**config.mk**
```make
export PLATFORM = sky130hd
export DESIGN_NAME = hilo_div_ctrl_flat
export DESIGN_NICKNAME = d
export VERILOG_FILES = /design/src/rtl/hilo_pkg.sv /design/src/rtl/hilo_div_ctrl_if.sv /design/src/rtl/hilo_regs.sv /design/src/rtl/hilo_div_ctrl.sv /design/src/flat_wrapper.sv
export SDC_FILE = /design/constraint.sdc
export NUM_CORES = 1
export LEC_CHECK = 0
export ABC_AREA = 1
export CAP_MARGIN = 20
export CORE_MARGIN = 2
export CORE_UTILIZATION = 43
export CTS_CLUSTER_DIAMETER = 30
export CTS_CLUSTER_SIZE = 24
export DETAILED_ROUTE_END_ITERATION = 8
export GPL_ROUTABILITY_DRIVEN = 1
export GPL_TIMING_DRIVEN = 0
export PLACE_DENSITY = 0.82
export SYNTH_ARGS = -nofsm -noshare
export SYNTH_HDL_FRONTEND = slang
export SYNTH_SLANG_ARGS = --single-unit
export TNS_END_PERCENT = 100
```
**constraint.sdc**
```tcl
create_clock -name clk -period 1.6 [get_ports clk]
set_input_delay 0.32 -clock clk [delete_from_list [all_inputs] [get_ports clk]]
set_output_delay 0.32 -clock clk [all_outputs]
set_load 0.01 [all_outputs]
```
**src/rtl/hilo_pkg.sv**
```systemverilog
// hilo_pkg: shared op encodings, FSM states and width for the HI/LO divide controller.
package hilo_pkg;
    localparam int W = 32;
    typedef enum logic [1:0] {OP_DIV, OP_DIVU, OP_MTHI, OP_MTLO} op_e;
    typedef enum logic [1:0] {IDLE, RUN, GAP} state_e;
endpackage

```
**src/rtl/hilo_div_ctrl_if.sv**
```systemverilog
// hilo_div_ctrl_if: ID/EXE operation handshake into the HI/LO divide controller.
interface hilo_div_ctrl_if #(parameter int W = 32);
    logic         in_valid;
    logic         in_ready;
    logic [1:0]   in_op;
    logic [W-1:0] in_a;
    logic [W-1:0] in_b;
    modport master (output in_valid, in_op, in_a, in_b, input in_ready);
    modport slave  (input in_valid, in_op, in_a, in_b, output in_ready);
endinterface

```
**src/rtl/hilo_regs.sv**
```systemverilog
// hilo_regs: architectural HI/LO pair with independent write enables and source muxes.
module hilo_regs #(parameter int W = 32) (
    input  logic         clk,
    input  logic         resetn,
    input  logic         hi_we,
    input  logic         lo_we,
    input  logic         res_sel,
    input  logic         lo_ones,
    input  logic [W-1:0] src,
    input  logic [W-1:0] div_rem,
    input  logic [W-1:0] div_quot,
    output logic [W-1:0] hi,
    output logic [W-1:0] lo
);
    logic [W-1:0] hi_q, hi_d, lo_q, lo_d;
    always_comb begin
        hi_d = hi_we ? (res_sel ? div_rem : src) : hi_q;
        lo_d = lo_we ? (res_sel ? div_quot : lo_ones ? '1 : src) : lo_q;
    end
    always_ff @(posedge clk) begin
        if (!resetn) begin
            hi_q <= '0;
            lo_q <= '0;
        end else begin
            hi_q <= hi_d;
            lo_q <= lo_d;
        end
    end
    assign hi = hi_q;
    assign lo = lo_q;
endmodule

```
**src/rtl/hilo_div_ctrl.sv**
```systemverilog
// hilo_div_ctrl: EXE-stage controller driving the iterative divider and owning HI/LO.
// HILO_DIV_ZERO_FAST_EN: resolve divide-by-zero locally (hi<=a, lo<=ones) without launching.
module hilo_div_ctrl #(parameter int W = 32) (
    input  logic             clk,
    input  logic             resetn,
    hilo_div_ctrl_if.slave   in_if,
    input  logic             flush,
    output logic             div_go,
    output logic             div_signed,
    output logic [W-1:0]     div_a,
    output logic [W-1:0]     div_b,
    input  logic             div_complete,
    input  logic [W-1:0]     div_rem,
    input  logic [W-1:0]     div_quot,
    output logic [W-1:0]     hi,
    output logic [W-1:0]     lo,
    output logic             busy
);
    import hilo_pkg::*;
    state_e       state_q, state_d;
    logic         div_go_q, div_go_d, div_signed_q, div_signed_d;
    logic [W-1:0] div_a_q, div_a_d, div_b_q, div_b_d;
    logic         accept, is_div, zero, launch, done, hi_we, lo_we;
    always_comb begin
        accept = state_q == IDLE && in_if.in_valid && !flush;
        is_div = in_if.in_op == OP_DIV || in_if.in_op == OP_DIVU;
`ifdef HILO_DIV_ZERO_FAST_EN
        zero = in_if.in_b == '0;
`else
        zero = 1'b0;
`endif
        launch = accept && is_div && !zero;
        // flush beats a coincident completion: the result is discarded
        done = state_q == RUN && div_complete && !flush;
        // GAP keeps div_go low for one cycle so the divider resets its counter
        state_d = state_q == IDLE ? (launch ? RUN : IDLE) :
                  state_q == RUN  ? ((flush || div_complete) ? GAP : RUN) : IDLE;
        div_go_d = state_d == RUN;
        div_signed_d = launch ? in_if.in_op == OP_DIV : div_signed_q;
        div_a_d = launch ? in_if.in_a : div_a_q;
        div_b_d = launch ? in_if.in_b : div_b_q;
        hi_we = done || (accept && (in_if.in_op == OP_MTHI || (is_div && zero)));
        lo_we = done || (accept && (in_if.in_op == OP_MTLO || (is_div && zero)));
    end
    always_ff @(posedge clk) begin
        if (!resetn) begin
            state_q      <= IDLE;
            div_go_q     <= 1'b0;
            div_signed_q <= 1'b0;
            div_a_q      <= '0;
            div_b_q      <= '0;
        end else begin
            state_q      <= state_d;
            div_go_q     <= div_go_d;
            div_signed_q <= div_signed_d;
            div_a_q      <= div_a_d;
            div_b_q      <= div_b_d;
        end
    end
    hilo_regs #(.W(W)) u_regs (
        .clk      (clk),
        .resetn   (resetn),
        .hi_we    (hi_we),
        .lo_we    (lo_we),
        .res_sel  (done),
        .lo_ones  (zero),
        .src      (in_if.in_a),
        .div_rem  (div_rem),
        .div_quot (div_quot),
        .hi       (hi),
        .lo       (lo)
    );
    assign in_if.in_ready = state_q == IDLE;
    assign busy       = state_q == RUN;
    assign div_go     = div_go_q;
    assign div_signed = div_signed_q;
    assign div_a      = div_a_q;
    assign div_b      = div_b_q;
endmodule

```
**src/flat_wrapper.sv**
```systemverilog
// flat-port wrapper written by rule: the top's interface ports become plain ports
module hilo_div_ctrl_flat import hilo_pkg::*;
#(parameter int W = 32)
  (clk, resetn, flush, div_go, div_signed, div_a, div_b, div_complete, div_rem, div_quot, hi, lo, busy, in_if_in_valid, in_if_in_op, in_if_in_a, in_if_in_b, in_if_in_ready);
  hilo_div_ctrl_if #(.W(W)) in_if_i ();
  input  logic clk;
  input  logic resetn;
  input  logic flush;
  output logic div_go;
  output logic div_signed;
  output logic [W-1:0] div_a;
  output logic [W-1:0] div_b;
  input  logic div_complete;
  input  logic [W-1:0] div_rem;
  input  logic [W-1:0] div_quot;
  output logic [W-1:0] hi;
  output logic [W-1:0] lo;
  output logic busy;
  input wire logic [$bits(in_if_i.in_valid)-1:0] in_if_in_valid;
  input wire logic [$bits(in_if_i.in_op)-1:0] in_if_in_op;
  input wire logic [$bits(in_if_i.in_a)-1:0] in_if_in_a;
  input wire logic [$bits(in_if_i.in_b)-1:0] in_if_in_b;
  output wire logic [$bits(in_if_i.in_ready)-1:0] in_if_in_ready;
  assign in_if_i.in_valid = in_if_in_valid;
  assign in_if_i.in_op = in_if_in_op;
  assign in_if_i.in_a = in_if_in_a;
  assign in_if_i.in_b = in_if_in_b;
  assign in_if_in_ready = in_if_i.in_ready;
  hilo_div_ctrl #(.W(W)) u_core (.clk(clk), .resetn(resetn), .in_if(in_if_i), .flush(flush), .div_go(div_go), .div_signed(div_signed), .div_a(div_a), .div_b(div_b), .div_complete(div_complete), .div_rem(div_rem), .div_quot(div_quot), .hi(hi), .lo(lo), .busy(busy));
endmodule
```
==> flow_metrics.py <==
metrics = {
    "clocking": {
        "clockRootBuffer": "clkbuf_16",
        "cts.path.max_buffers": 2,
        "path_clk_slew_ps": 50,
        "h-tree-depth": 4,
        "cts_tree": "built",
        "clkSinkCount": 132,
        "cts_buffers": 17,
        "clk_latency_ps": 420,
    },
    "timing": {
        "fin_crit_ps": 1560,
        "setup_viol": 0,
        "maxSlewHeadroom_pct": 57.6,
        "skew_ps": 3.76,
        "worst_slack_ps": 41.1,
        "finalSetupTns_ps": 0,
        "hold_viol": 0,
        "timing.fmax_ghz": 0.641,
        "post-route-period-util_pct": 97.4,
        "rsz0062_at_grt": "yes",
        "slew_viol_final": 0,
        "tightest_slew_ps": 636,
    },
    "detailed_routing": {
        "drt_iter0_drc": 547,
        "wl_per_cell_um": 16.3,
        "wl_um": 22800,
        "vias_per_cell": 5.12,
        "dr.pass1.iters": 5,
        "routed-via-count": 7138,
        "drc": 0,
        "ant_nets": 0,
    },
    "setup_path": {
        "cp_cell_sequence": "clkdlybuf4s50_1, nor2_4, clkbuf_4, buf_2, nand4_1, a21oi_1",
        "cp_max_fo": 10,
        "arrival_ps": 1910,
        "path_class": "in2reg",
        "cp.required_ps": 1950,
        "crit_path_end_kind": "flop",
        "worst_setup_path_start_kind": "input pin",
        "worst_path_largest_cell_delay_ps": 550,
        "cp_slowest_cell": "clkdlybuf4s50_1",
    },
    "power": {
        "totalPowerFinal_w": 0.00852,
        "irDropWorstVdd_mv": 0.713,
        "p_per_area_mw_per_mm2": 893,
        "p_leak_nw": 4.67,
    },
    "yosys": {
        "synth_top_area_share_pct": 43.4,
        "synthTopCellsByCount": "nand2_1 (229), dfxtp_1 (132), nand3_1 (131), nor2_1 (131), inv_1 (69)",
        "yosys.cell_types.count": 17,
        "synth_area_mm2": 0.00609,
        "postSynthCellCount": 911,
        "async_flop_share_pct": 0,
        "synth-seq-cells": 132,
        "netlist_top_cells_area": "dfxtp_1 (43%), nand2_1 (14%), nand3_1 (11%), nor2_1 (8.1%), nand4_1 (6.7%)",
        "syn_area_per_cell_um2": 6.69,
        "synth_nets": 1046,
        "yosysMostFrequentCell": "nand2_1",
        "yosysWarnings": 0,
        "ys.flop_type": "dfxtp_1",
        "synth-seq-area-share_pct": 43.4,
        "yosysTopAreaCell": "dfxtp_1",
        "synth_edf_count": 0,
    },
    "floorplan": {
        "rows": 43,
        "io_pins": 267,
        "core_mm2": 0.0139,
        "dieArea_mm2": 0.0151,
        "initial_core_util_pct": 43.9,
        "die_y_um": 123,
        "fp.dieW_um": 123,
    },
    "place": {
        "placedCellCount": 1357,
        "port_buffers": 266,
        "gp_routability_congestion": 0.888,
        "place_ws_ps": -474,
        "place_hpwl_um": 16600,
    },
    "global_routing": {
        "grt_pass1_wl_um": 34800,
        "first_global_vias": 6751,
        "grt_overflow": 0,
        "grtUsageTotal_pct": 30.1,
        "antenna_found_initial": 0,
        "grt_max_degree": 17,
    },
    "worst_hold_path": {
        "holdCritPathClass": "reg2reg",
    },
    "cells_and_area": {
        "final_util_pct": 68.7,
        "fin_nets": 1336,
        "drive_above_1_share_pct": 8.74,
        "instances_no_fill": 1394,
        "fill_cells": 1224,
        "syn_to_final_growth_pct": 56.5,
    },
    "run_status": {
        "status": "finished clean",
    },
    "run": {
        "maxCapViolations": 0,
    },
}
worst max-delay path, delay by kind of cell:
| kind | cells | cell delay (ps) |
|---|---|---|
| AOI/OAI and AO/OA | 1 | 170 |
| and+or+nand+nor | 2 | 360 |
| buffers and inverters | 3 | 1050 |
state kept, by name, summed over array words and instances (netlist names):
name and count:
u_core.u_regs.hi 32, u_core.state_q 2, u_core.u_regs.lo 32, u_core.div_a 32
u_core.div_b 32, u_core.div_signed 1, u_core.div_go 1
worst paths after layout:
kind | cells after the start | endpoint | start | slack, ps
worst max register to register | 6 | u_core.div_b[3] | u_core.state_q[0] | 110
worst max-delay path | 6 | u_core.div_b[3] | flush | 40
worst min register to register | 2 | u_core.div_b[8] | u_core.div_b[8] | 460
worst min-delay path | 2 | u_core.div_b[8] | u_core.div_b[8] | 460
layout by cell type, fill, tap and decap left out:
cell and count:
nand3_1 128, buf_2 25, clkbuf_4 9, clkbuf_16 17, nand3_2 3, clkbuf_2 8
buf_1 1, dfxtp_2 2, clkdlybuf4s15_2 1, diode_2 1, nand2_1 229, nor2_2 2
dlygate4sd2_1 130, clkdlybuf4s50_1 134, buf_8 2, nand2_4 1, nand4_1 65, buf_4 12
nor2_4 4, clkinv_2 3, clkbuf_1 25, dfxtp_1 130, inv_1 69, buf_6 7
bufinv_16 1, nor2_1 128, nor4_1 1, a21oi_1 67, inv_2 4, clkbuf_8 5
repair_timing:
item / 4_1_cts / 5_1_grt
setup buffers: 3 / 2
pin swaps: 2 / 1
hold buffers: 0 / 0
setup endpoints to repair: 163 / 92
gates resized for setup: 150 / 42
metal layers:
layer / up-vias / global-route usage [%] / part of all wire (%)
li1: 3535 / - / -
met1: 3228 / 36.0 / 40
met2: 326 / 51.1 / 48
met3: 49 / 8.39 / 9.3
met4: 0 / 11.9 / 3.1
met5: - / 0 / 0
where the power goes:
part           total [W]  leakage (nW)  internal (W)  switching [W]
registers        0.00349          1.07       0.00342      0.0000645
logic            0.00131          3.32      0.000634       0.000671
clock network    0.00372         0.277       0.00233        0.00140
final cells by class:
type / instances / area (um2) / area share [%]
antenna: 1 / 2.50 / 0.0262
buffer: 78 / 468 / 4.91
clock buffer: 27 / 513 / 5.38
clock inverter: 4 / 45.0 / 0.472
inverter: 73 / 274 / 2.87
multi-input combinational: 628 / 2830 / 29.7
sequential: 132 / 2650 / 27.7
tap: 180 / 225 / 2.36
timing repair buffer: 271 / 2530 / 26.6
cell families (layout without fill, tap and decap cells):
logic type | count (synthesis) | after routing | synth area share, %
compound gates | 67 | 67 | 5.50
simple gates | 561 | 561 | 40.3
buf+inv | 151 | 453 | 10.8
flops | 132 | 132 | 43.4
other cells | 0 | 1 | 0
per-stage QoR:
stage,area [um2],hold WS [ps]
2_1_floorplan,6090,483
3_3_place_gp,8980,447
3_5_place_dp,8980,454
4_1_cts,9430,460
5_1_grt,9530,475
6_report,9530,458
(Power assumes the default switching activity.)
